`src/rtl/rob_commit_ctrl.sv`:
```
// In-order commit sequencer for the reorder buffer head: retires ALU ops,
// hands stores to memory via req/ack, and runs a timed flush on mispredicts.
module rob_commit_ctrl #(
  parameter int ROBsize     = 16,
  parameter int addrSize    = $clog2(ROBsize),
  parameter int regAddrSize = 5,
  parameter int dataWidth   = 64,
  parameter int flushCycles = 3
) (
  input  logic                   clk_i,
  input  logic                   reset_i,
  input  logic                   robEmpty_i,
  input  logic [addrSize-1:0]    headIdx_i,
  input  logic                   headDone_i,
  input  logic                   headIsStore_i,
  input  logic                   headMispredict_i,
  input  logic [regAddrSize-1:0] headDest_i,
  input  logic [dataWidth-1:0]   headValue_i,
  input  logic                   storeAck_i,
  output logic                   storeReq_o,
  output logic                   updateHead_o,
  output logic                   regWrEn_o,
  output logic [regAddrSize-1:0] regWrAddr_o,
  output logic [dataWidth-1:0]   regWrData_o,
  output logic                   flushPipe_o,
  output logic                   needToRestore_o,
  output logic [addrSize-1:0]    retireIdx_o,
  output logic [31:0]            retireCount_o,
  output logic [1:0]             state_o
);

  localparam int cntWidth = (flushCycles > 1) ? $clog2(flushCycles) : 1;
  localparam logic [cntWidth-1:0] flushLoad = cntWidth'(flushCycles - 1);

  typedef enum logic [1:0] {
    CHECK      = 2'd0,
    STORE_WAIT = 2'd1,
    FLUSH      = 2'd2,
    RESTORE    = 2'd3
  } state_t;

  state_t              state, next_state;
  logic [cntWidth-1:0] flush_cnt, flush_cnt_next;
  logic                ready;

  // An empty ROB masks whatever stale values sit on the head inputs.
  assign ready       = !robEmpty_i && headDone_i;
  assign regWrAddr_o = headDest_i;
  assign regWrData_o = headValue_i;

  always_comb begin
    next_state     = state;
    flush_cnt_next = flush_cnt;
    updateHead_o   = 1'b0;
    regWrEn_o      = 1'b0;
    case (state)
      CHECK: begin
        if (ready) begin
          if (headMispredict_i) begin
            updateHead_o   = 1'b1;
            regWrEn_o      = (headDest_i != '0) && !headIsStore_i;
            next_state     = FLUSH;
            flush_cnt_next = flushLoad;
          end else if (headIsStore_i) begin
            next_state = STORE_WAIT;
          end else begin
            updateHead_o = 1'b1;
            regWrEn_o    = (headDest_i != '0);
          end
        end
      end
      STORE_WAIT: begin
        if (storeAck_i) begin
          updateHead_o = 1'b1;
          next_state   = CHECK;
        end
      end
      FLUSH: begin
        if (flush_cnt == '0) begin
          next_state = RESTORE;
        end else begin
          flush_cnt_next = flush_cnt - cntWidth'(1);
        end
      end
      RESTORE: begin
        next_state = CHECK;
      end
      default: begin
        next_state = CHECK;
      end
    endcase
  end

  assign flushPipe_o     = (state == FLUSH) || (state == RESTORE);
  assign needToRestore_o = (state == RESTORE);
  assign state_o         = state;

  // storeReq_o is registered so it stays stable for the memory side while waiting.
  always_ff @(posedge clk_i or posedge reset_i) begin
    if (reset_i) begin
      state         <= CHECK;
      flush_cnt     <= '0;
      storeReq_o    <= 1'b0;
      retireCount_o <= '0;
      retireIdx_o   <= '0;
    end else begin
      state      <= next_state;
      flush_cnt  <= flush_cnt_next;
      storeReq_o <= (next_state == STORE_WAIT);
      if (updateHead_o) begin
        retireCount_o <= retireCount_o + 32'd1;
        retireIdx_o   <= headIdx_i;
      end
    end
  end

endmodule

```
`config.mk`:
```
export PLATFORM = sky130hd
export DESIGN_NAME = rob_commit_ctrl
export DESIGN_NICKNAME = d
export VERILOG_FILES = /design/src/rtl/rob_commit_ctrl.sv
export SDC_FILE = /design/constraint.sdc
export NUM_CORES = 1
export LEC_CHECK = 0
export BUFFER_PORTS_ARGS = -buffer_cell sky130_fd_sc_hd__buf_2
export CORE_MARGIN = 8
export CORE_UTILIZATION = 43
export CTS_CLUSTER_DIAMETER = 30
export DETAILED_ROUTE_END_ITERATION = 6
export HOLD_SLACK_MARGIN = 0.1
export PLACE_DENSITY = 0.82
export SKIP_LAST_GASP = 1
export SYNTH_ARGS = -nofsm -noshare
export SYNTH_HDL_FRONTEND = slang
export SYNTH_SLANG_ARGS = --single-unit
```
`constraint.sdc`:
```
create_clock -name clk_i -period 3.86 [get_ports clk_i]
set_input_delay 0.772 -clock clk_i [delete_from_list [all_inputs] [get_ports clk_i]]
set_output_delay 0.772 -clock clk_i [all_outputs]
set_load 0.005 [all_outputs]
```
==> flow_summary_export.csv, run 1 <==
group,metric,value,unit
yosys,synth.avg_cell_area,10.1,um2
critical_path,critPathKind,"input port to output pin",
floorplanning,die_area,8440,um2
power_and_ir_drop,clock_power_share,23.1,%
cts,clock-sinks,41,
layout,nets,324,
cts,post_cts_resized,0,
critical_path,reg2reg_slack,2010,ps
cts,cts_tree,"done",
sta,report.final.slew_viol_count,0,
power_and_ir_drop,p_int,0.814,mW
yosys,synthFlopType,"dfrtp_1",
global_route,grt_usage,11.6,%
routing,ant_nets,0,
power_and_ir_drop,ir_drop,0.225,mV
placement,gp_congestion,0.812,
critical_path,end_kind,"output pin",
global_route,grt_max_degree,31,
sta,slew_headroom,26.2,%
cts,cts_hold_buffers,0,
floorplanning,row_count,27,
placement,port_buffers,63,
sta,fmax,0.369,GHz
sta,skew,4.82,ps
critical_path,arrival,1940,ps
sta,rsz0062_at_grt,"false",
yosys,yosysTopAreaCellShare,41.5,%
layout,finish.utilization,43.7,%
layout,final_common_cell,"buf_2",
layout,diodes,0,
routing,routed_wl,4960,um
routing,via_per_inst,4.93,
cts,cts_buffer_depth,2,
layout,design_area,2420,um2
yosys,synth_nets,326,
sta,finalHoldViolations,0,
critical_path,r2r-start,"retireCount_o[0]$_DFFE_PP0P_",
yosys,synth_cells,244,
worst_hold_path,holdCritStartpoint,"retireCount_o[10]$_DFFE_PP0P_",
global_route,grt_antenna_before_repair,0,
routing,drc_errors,0,
sta,worst_pin_slew,1110,ps
worst_hold_path,holdPathStages,1,
routing,dr_total_vias,1547,
critical_path,reg2regPathDepth,6,
cts,path_clk_slew,70,ps
layout,final_cell_mix,"buf_2, dfrtp_1, xnor2_1",
worst_hold_path,hp-class,"flip-flop to flip-flop",
placement,dp_hpwl,3920,um
floorplanning,die-width,91.8,um
sta,period_needed,2710,ps
routing,drt_first_iter_violations,100,
yosys,synth_edf_count,0,
sta,fin_setup_tns,0,ps
cts,insertion_delay,290,ps
yosys,synth-seq-area-share,41.5,%
run,cap_violations,0,
placement,placedInstanceArea,2330,um2
run_status,status,"finished clean",
yosys,async_flop_share,100,%
sta,hold_ws,492,ps
yosys,ys_types,40,
global_route,gr-total-overflow,0,
cts,cts_made_buffers,5,
power_and_ir_drop,p_sw_share,30.8,%
floorplanning,start_util,44.6,%
routing,first_pass_iters,4,
power_and_ir_drop,p_sw,0.362,mW
power_and_ir_drop,p_seq_share,49.8,%
power_and_ir_drop,power.leakage,1.21,nW
cts,cts_root_buffer,"clkbuf_8",
global_route,grt_pass1_vias,1647,
routing,routedWlPerCell,15.8,um
cts,h-tree-depth,2,
layout,drive_above_1_share,36.4,%
power_and_ir_drop,power.total,1.18,mW
yosys,synthesis.area,2470,um2
yosys,yosys.area.top_type,"dfrtp_1",
yosys,ys_ff_latch,41,
worst_hold_path,min_to,"retireCount_o[10]$_DFFE_PP0P_",
yosys,ys.warnings.count,0,
cts,cts_setup_buffers,0,
floorplanning,core-area,5540,um2
sta,finalSetupViolations,0,
yosys,synth.top_cells.by_area,"dfrtp_1, buf_4, xnor2_1",
critical_path,crit_path_start_kind,"input port",
layout,area_growth_syn_to_layout,-2.12,%
critical_path,reg2reg_to,"retireCount_o[24]$_DFFE_PP0P_",
global_route,grt_pass1_wl,8070,um
power_and_ir_drop,p_per_area,486,nW/um2
critical_path,cp_max_fo,13,
sta,fin_crit_sh,70.1,%
floorplanning,pin_count,192,
critical_path,worstPathRequired,3090,ps
power_and_ir_drop,p_comb_share,27.0,%
floorplanning,die_height,91.8,um
synthesized netlist by cell type (2+ instances only):
cell type  number
dfrtp_1        41
and4bb_2        2
nor3_2          2
inv_1           8
ha_1            2
xor2_1          5
and3_1          5
buf_4          70
buf_6           2
mux2_2          4
nor3b_1         2
nand2_1        15
nand3_1        13
nor3_1          6
nand4_1        11
xnor2_1        25
nand2b_1        2
nor2_1          7
kinds of logic after synthesis:
group                      Yosys count  share of synthesized area [%]
buffers and inverters               82                           23.7
adders and majority gates            2                           1.01
AOI/OAI and AO/OA                    4                           1.16
DFF                                 41                           41.5
muxes                                5                           2.23
and+or+nand+nor                     79                           19.2
xor gates and xnor gates            31                           11.3
state kept, by name, indices dropped and copies added (netlist names):
name,cells
retireCount_o,32
retireIdx_o,4
flush_cnt,2
state_o,2
storeReq_o,1
critical path, stage by stage:
cell and delay [ps]:
buf_2 100, nor2b_2 130, a21oi_2 90, or3_1 440, inv_2 240, buf_2 160
power by group through the flow:
stage | Combinational [mW] | Clock [mW] | Sequential [mW]
global route | 0.359 | 0.299 | 0.594
CTS | 0.325 | 0.280 | 0.585
global placement | 0.314 | 0 | 0.591
finish | 0.318 | 0.272 | 0.586
floorplan | 0.272 | 0 | 0.584
detailed placement | 0.326 | 0 | 0.592
how the worst max path moves through the flow:
stage	startpoint	endpoint	slack (ps)	cells after the start
floorplan	headDone_i	updateHead_o	1460	6
global placement	robEmpty_i	updateHead_o	1180	6
detailed placement	robEmpty_i	updateHead_o	1160	6
CTS	robEmpty_i	updateHead_o	1150	6
global route	headDone_i	updateHead_o	1050	6
finish	robEmpty_i	updateHead_o	1150	6
per-stage QoR:
| stage | std cells | setup slack, ps |
|---|---|---|
| after floorplan | 244 | 1460 |
| after global placement | 307 | 1180 |
| after detailed placement | 307 | 1160 |
| after CTS | 314 | 1150 |
| after global routing | 314 | 1050 |
| final | 314 | 1150 |
area by class of cell:
| class | count | area, um2 |
|---|---|---|
| inverters | 9 | 33.8 |
| well taps | 72 | 90.1 |
| repair buffers | 64 | 323 |
| flip-flops and latches | 41 | 1030 |
| clock buffers | 7 | 86.3 |
| multi-input cells | 121 | 862 |
| fillers | 557 | 3120 |
layer usage:
layer	up-vias	wire [um]	global-route usage, %
met5	-	0	0
met1	737	2100	12.8
met4	0	95	6.04
met2	71	2400	19.1
li1	728	-	-
met3	11	361	4.07
(Power assumes the default switching activity.)
==> run 2: changes to the inputs <==
CORE_UTILIZATION = 40   (was 43)
PLACE_DENSITY = 0.77   (was 0.82)
clock period = 2.7 ns   (was 3.86 ns; I/O delays follow)
==> flow_summary_export.csv, run 2 (same netlist as run 1, synthesis figures left out) <==
group,metric,value,unit
sta,rsz0062_at_grt,"false",
sta,fin_setup_tns,0,ps
power_and_ir_drop,ir_drop,0.274,mV
layout,final_common_cell,"buf_2",
cts,path_clk_slew,80,ps
run_status,status,"finished clean",
global_route,grt_usage,10.6,%
cts,h-tree-depth,2,
routing,dr_total_vias,1538,
sta,finalSetupViolations,0,
global_route,grt_pass1_wl,7600,um
critical_path,critPathKind,"flip-flop to output pin",
critical_path,r2r-start,"state_o[0]$_DFF_PP0_",
cts,post_cts_resized,0,
sta,report.final.slew_viol_count,0,
layout,reg_top3,"retireCount_o: 32 flops, retireIdx_o: 4 flops",
critical_path,end_kind,"output pin",
sta,worst_pin_slew,501,ps
routing,ant_nets,0,
placement,dp_hpwl,3620,um
layout,area_growth_syn_to_layout,-2.12,%
critical_path,worstPathRequired,2160,ps
placement,port_buffers,63,
layout,largest_register,"retireCount_o",
sta,fin_crit_sh,86.2,%
layout,diodes,0,
critical_path,crit_path_start_kind,"flip-flop",
cts,cts_setup_buffers,0,
layout,nets,324,
cts,cts_buffer_depth,2,
placement,gp_congestion,0.859,
sta,period_needed,2330,ps
critical_path,critical-path-max-stage-delay,470,ps
floorplanning,die_area,8960,um2
power_and_ir_drop,power.leakage,1.21,nW
cts,clock-sinks,41,
layout,fin_cells,318,
critical_path,arrival,1790,ps
global_route,grt_util_met3,4.52,%
power_and_ir_drop,p_per_area,686,nW/um2
global_route,grt.busiest_layer,"met2",
critical_path,crit_chain,"nor2b_4 > or3_1 > inv_2 > buf_2",
global_route,gr-usage-met2,16.2,%
worst_hold_path,hp-class,"input port to async pin",
layout,final_cell_mix,"buf_2, dfrtp_1, xnor2_1",
critical_path,critPathLaunch,"state_o[0]$_DFF_PP0_",
sta,skew,5.38,ps
power_and_ir_drop,power.total,1.66,mW
cts,cts_hold_buffers,0,
floorplanning,row_count,28,
cts,cts_root_buffer,"clkbuf_8",
layout,largest_reg_flops,32,
cts,insertion_delay,290,ps
floorplanning,die-width,94.6,um
placement,dp.cells,310,
floorplanning,die_height,94.6,um
routing,via_per_inst,4.84,
routing,drt_first_iter_violations,91,
sta,fmax,0.430,GHz
global_route,grt_pass1_vias,1578,
layout,drive_above_1_share,36.6,%
global_route,grt_max_degree,42,
critical_path,cp_max_fo,13,
critical_path,cp_slowest_cell,"dfrtp_1",
routing,routedWlPerCell,14.6,um
floorplanning,start_util,41.5,%
routing,routed_wl,4630,um
sta,slew_headroom,66.6,%
run,cap_violations,0,
floorplanning,pin_count,192,
layout,finish.utilization,40.7,%
floorplanning,core-area,5960,um2
routing,first_pass_iters,4,
cts,cts_tree,"done",
global_route,grt_antenna_before_repair,0,
routing,drc_errors,0,
cts,cts_made_buffers,5,
global_route,gr-total-overflow,0,
global_route,use_met1,12.0,%
sta,finalHoldViolations,0,
==> run 2: cell types whose count changed in the layout (fill, tap and decap cells not counted) <==
cell | before | now
clkinv_2 | 0 | 2
clkbuf_8 | 6 | 5
==> run 2: worst max-delay path, delay by kind of cell (launching register included) <==
kind,cells,cell delay [ps]
AND/OR/NAND/NOR,2,630
buffers and inverters,2,390
flip-flops,1,470
==> run 2: final timing paths <==
kind	cells after the start	end	slack [ps]
max	4	updateHead_o	370
min	3	retireCount_o[31]$_DFFE_PP0P_	360
max reg2reg	4	retireIdx_o[1]$_DFFE_PP0P_	890
min reg2reg	1	retireCount_o[31]$_DFFE_PP0P_	480
max in group asynchronous	3	retireCount_o[24]$_DFFE_PP0P_	1990
min in group clk_i	2	retireIdx_o[3]$_DFFE_PP0P_	480
==> run 2: layer usage <==
metal / vias to the layer above / share of wire, %
li1: 734 / -
met4: 0 / 3.3
met1: 707 / 42
met3: 25 / 9.0
met2: 72 / 45
met5: - / 0
==> run 2: final cells by class <==
class                      instances  area, um2
multi-input combinational        121        862
inverter                           9       33.8
sequential                        41       1030
timing repair buffer              64        323
tap                               75       93.8
clock inverter                     2       10.0
fill                             573       3530
clock buffer                       6       72.6
==> run 2: power breakdown <==
part	total, mW	switching, mW	internal [mW]
clock network	0.376	0.197	0.179
registers	0.831	0.108	0.723
logic	0.454	0.216	0.238
==> run 2: per-stage QoR <==
step | setup slack (ps) | hold slack [ps] | cell area, um2
after global routing | 236 | 415 | 2420
after floorplan | 763 | 459 | 2470
final | 372 | 359 | 2420
after global placement | 468 | 457 | 2340
after detailed placement | 440 | 473 | 2340
after CTS | 343 | 377 | 2420
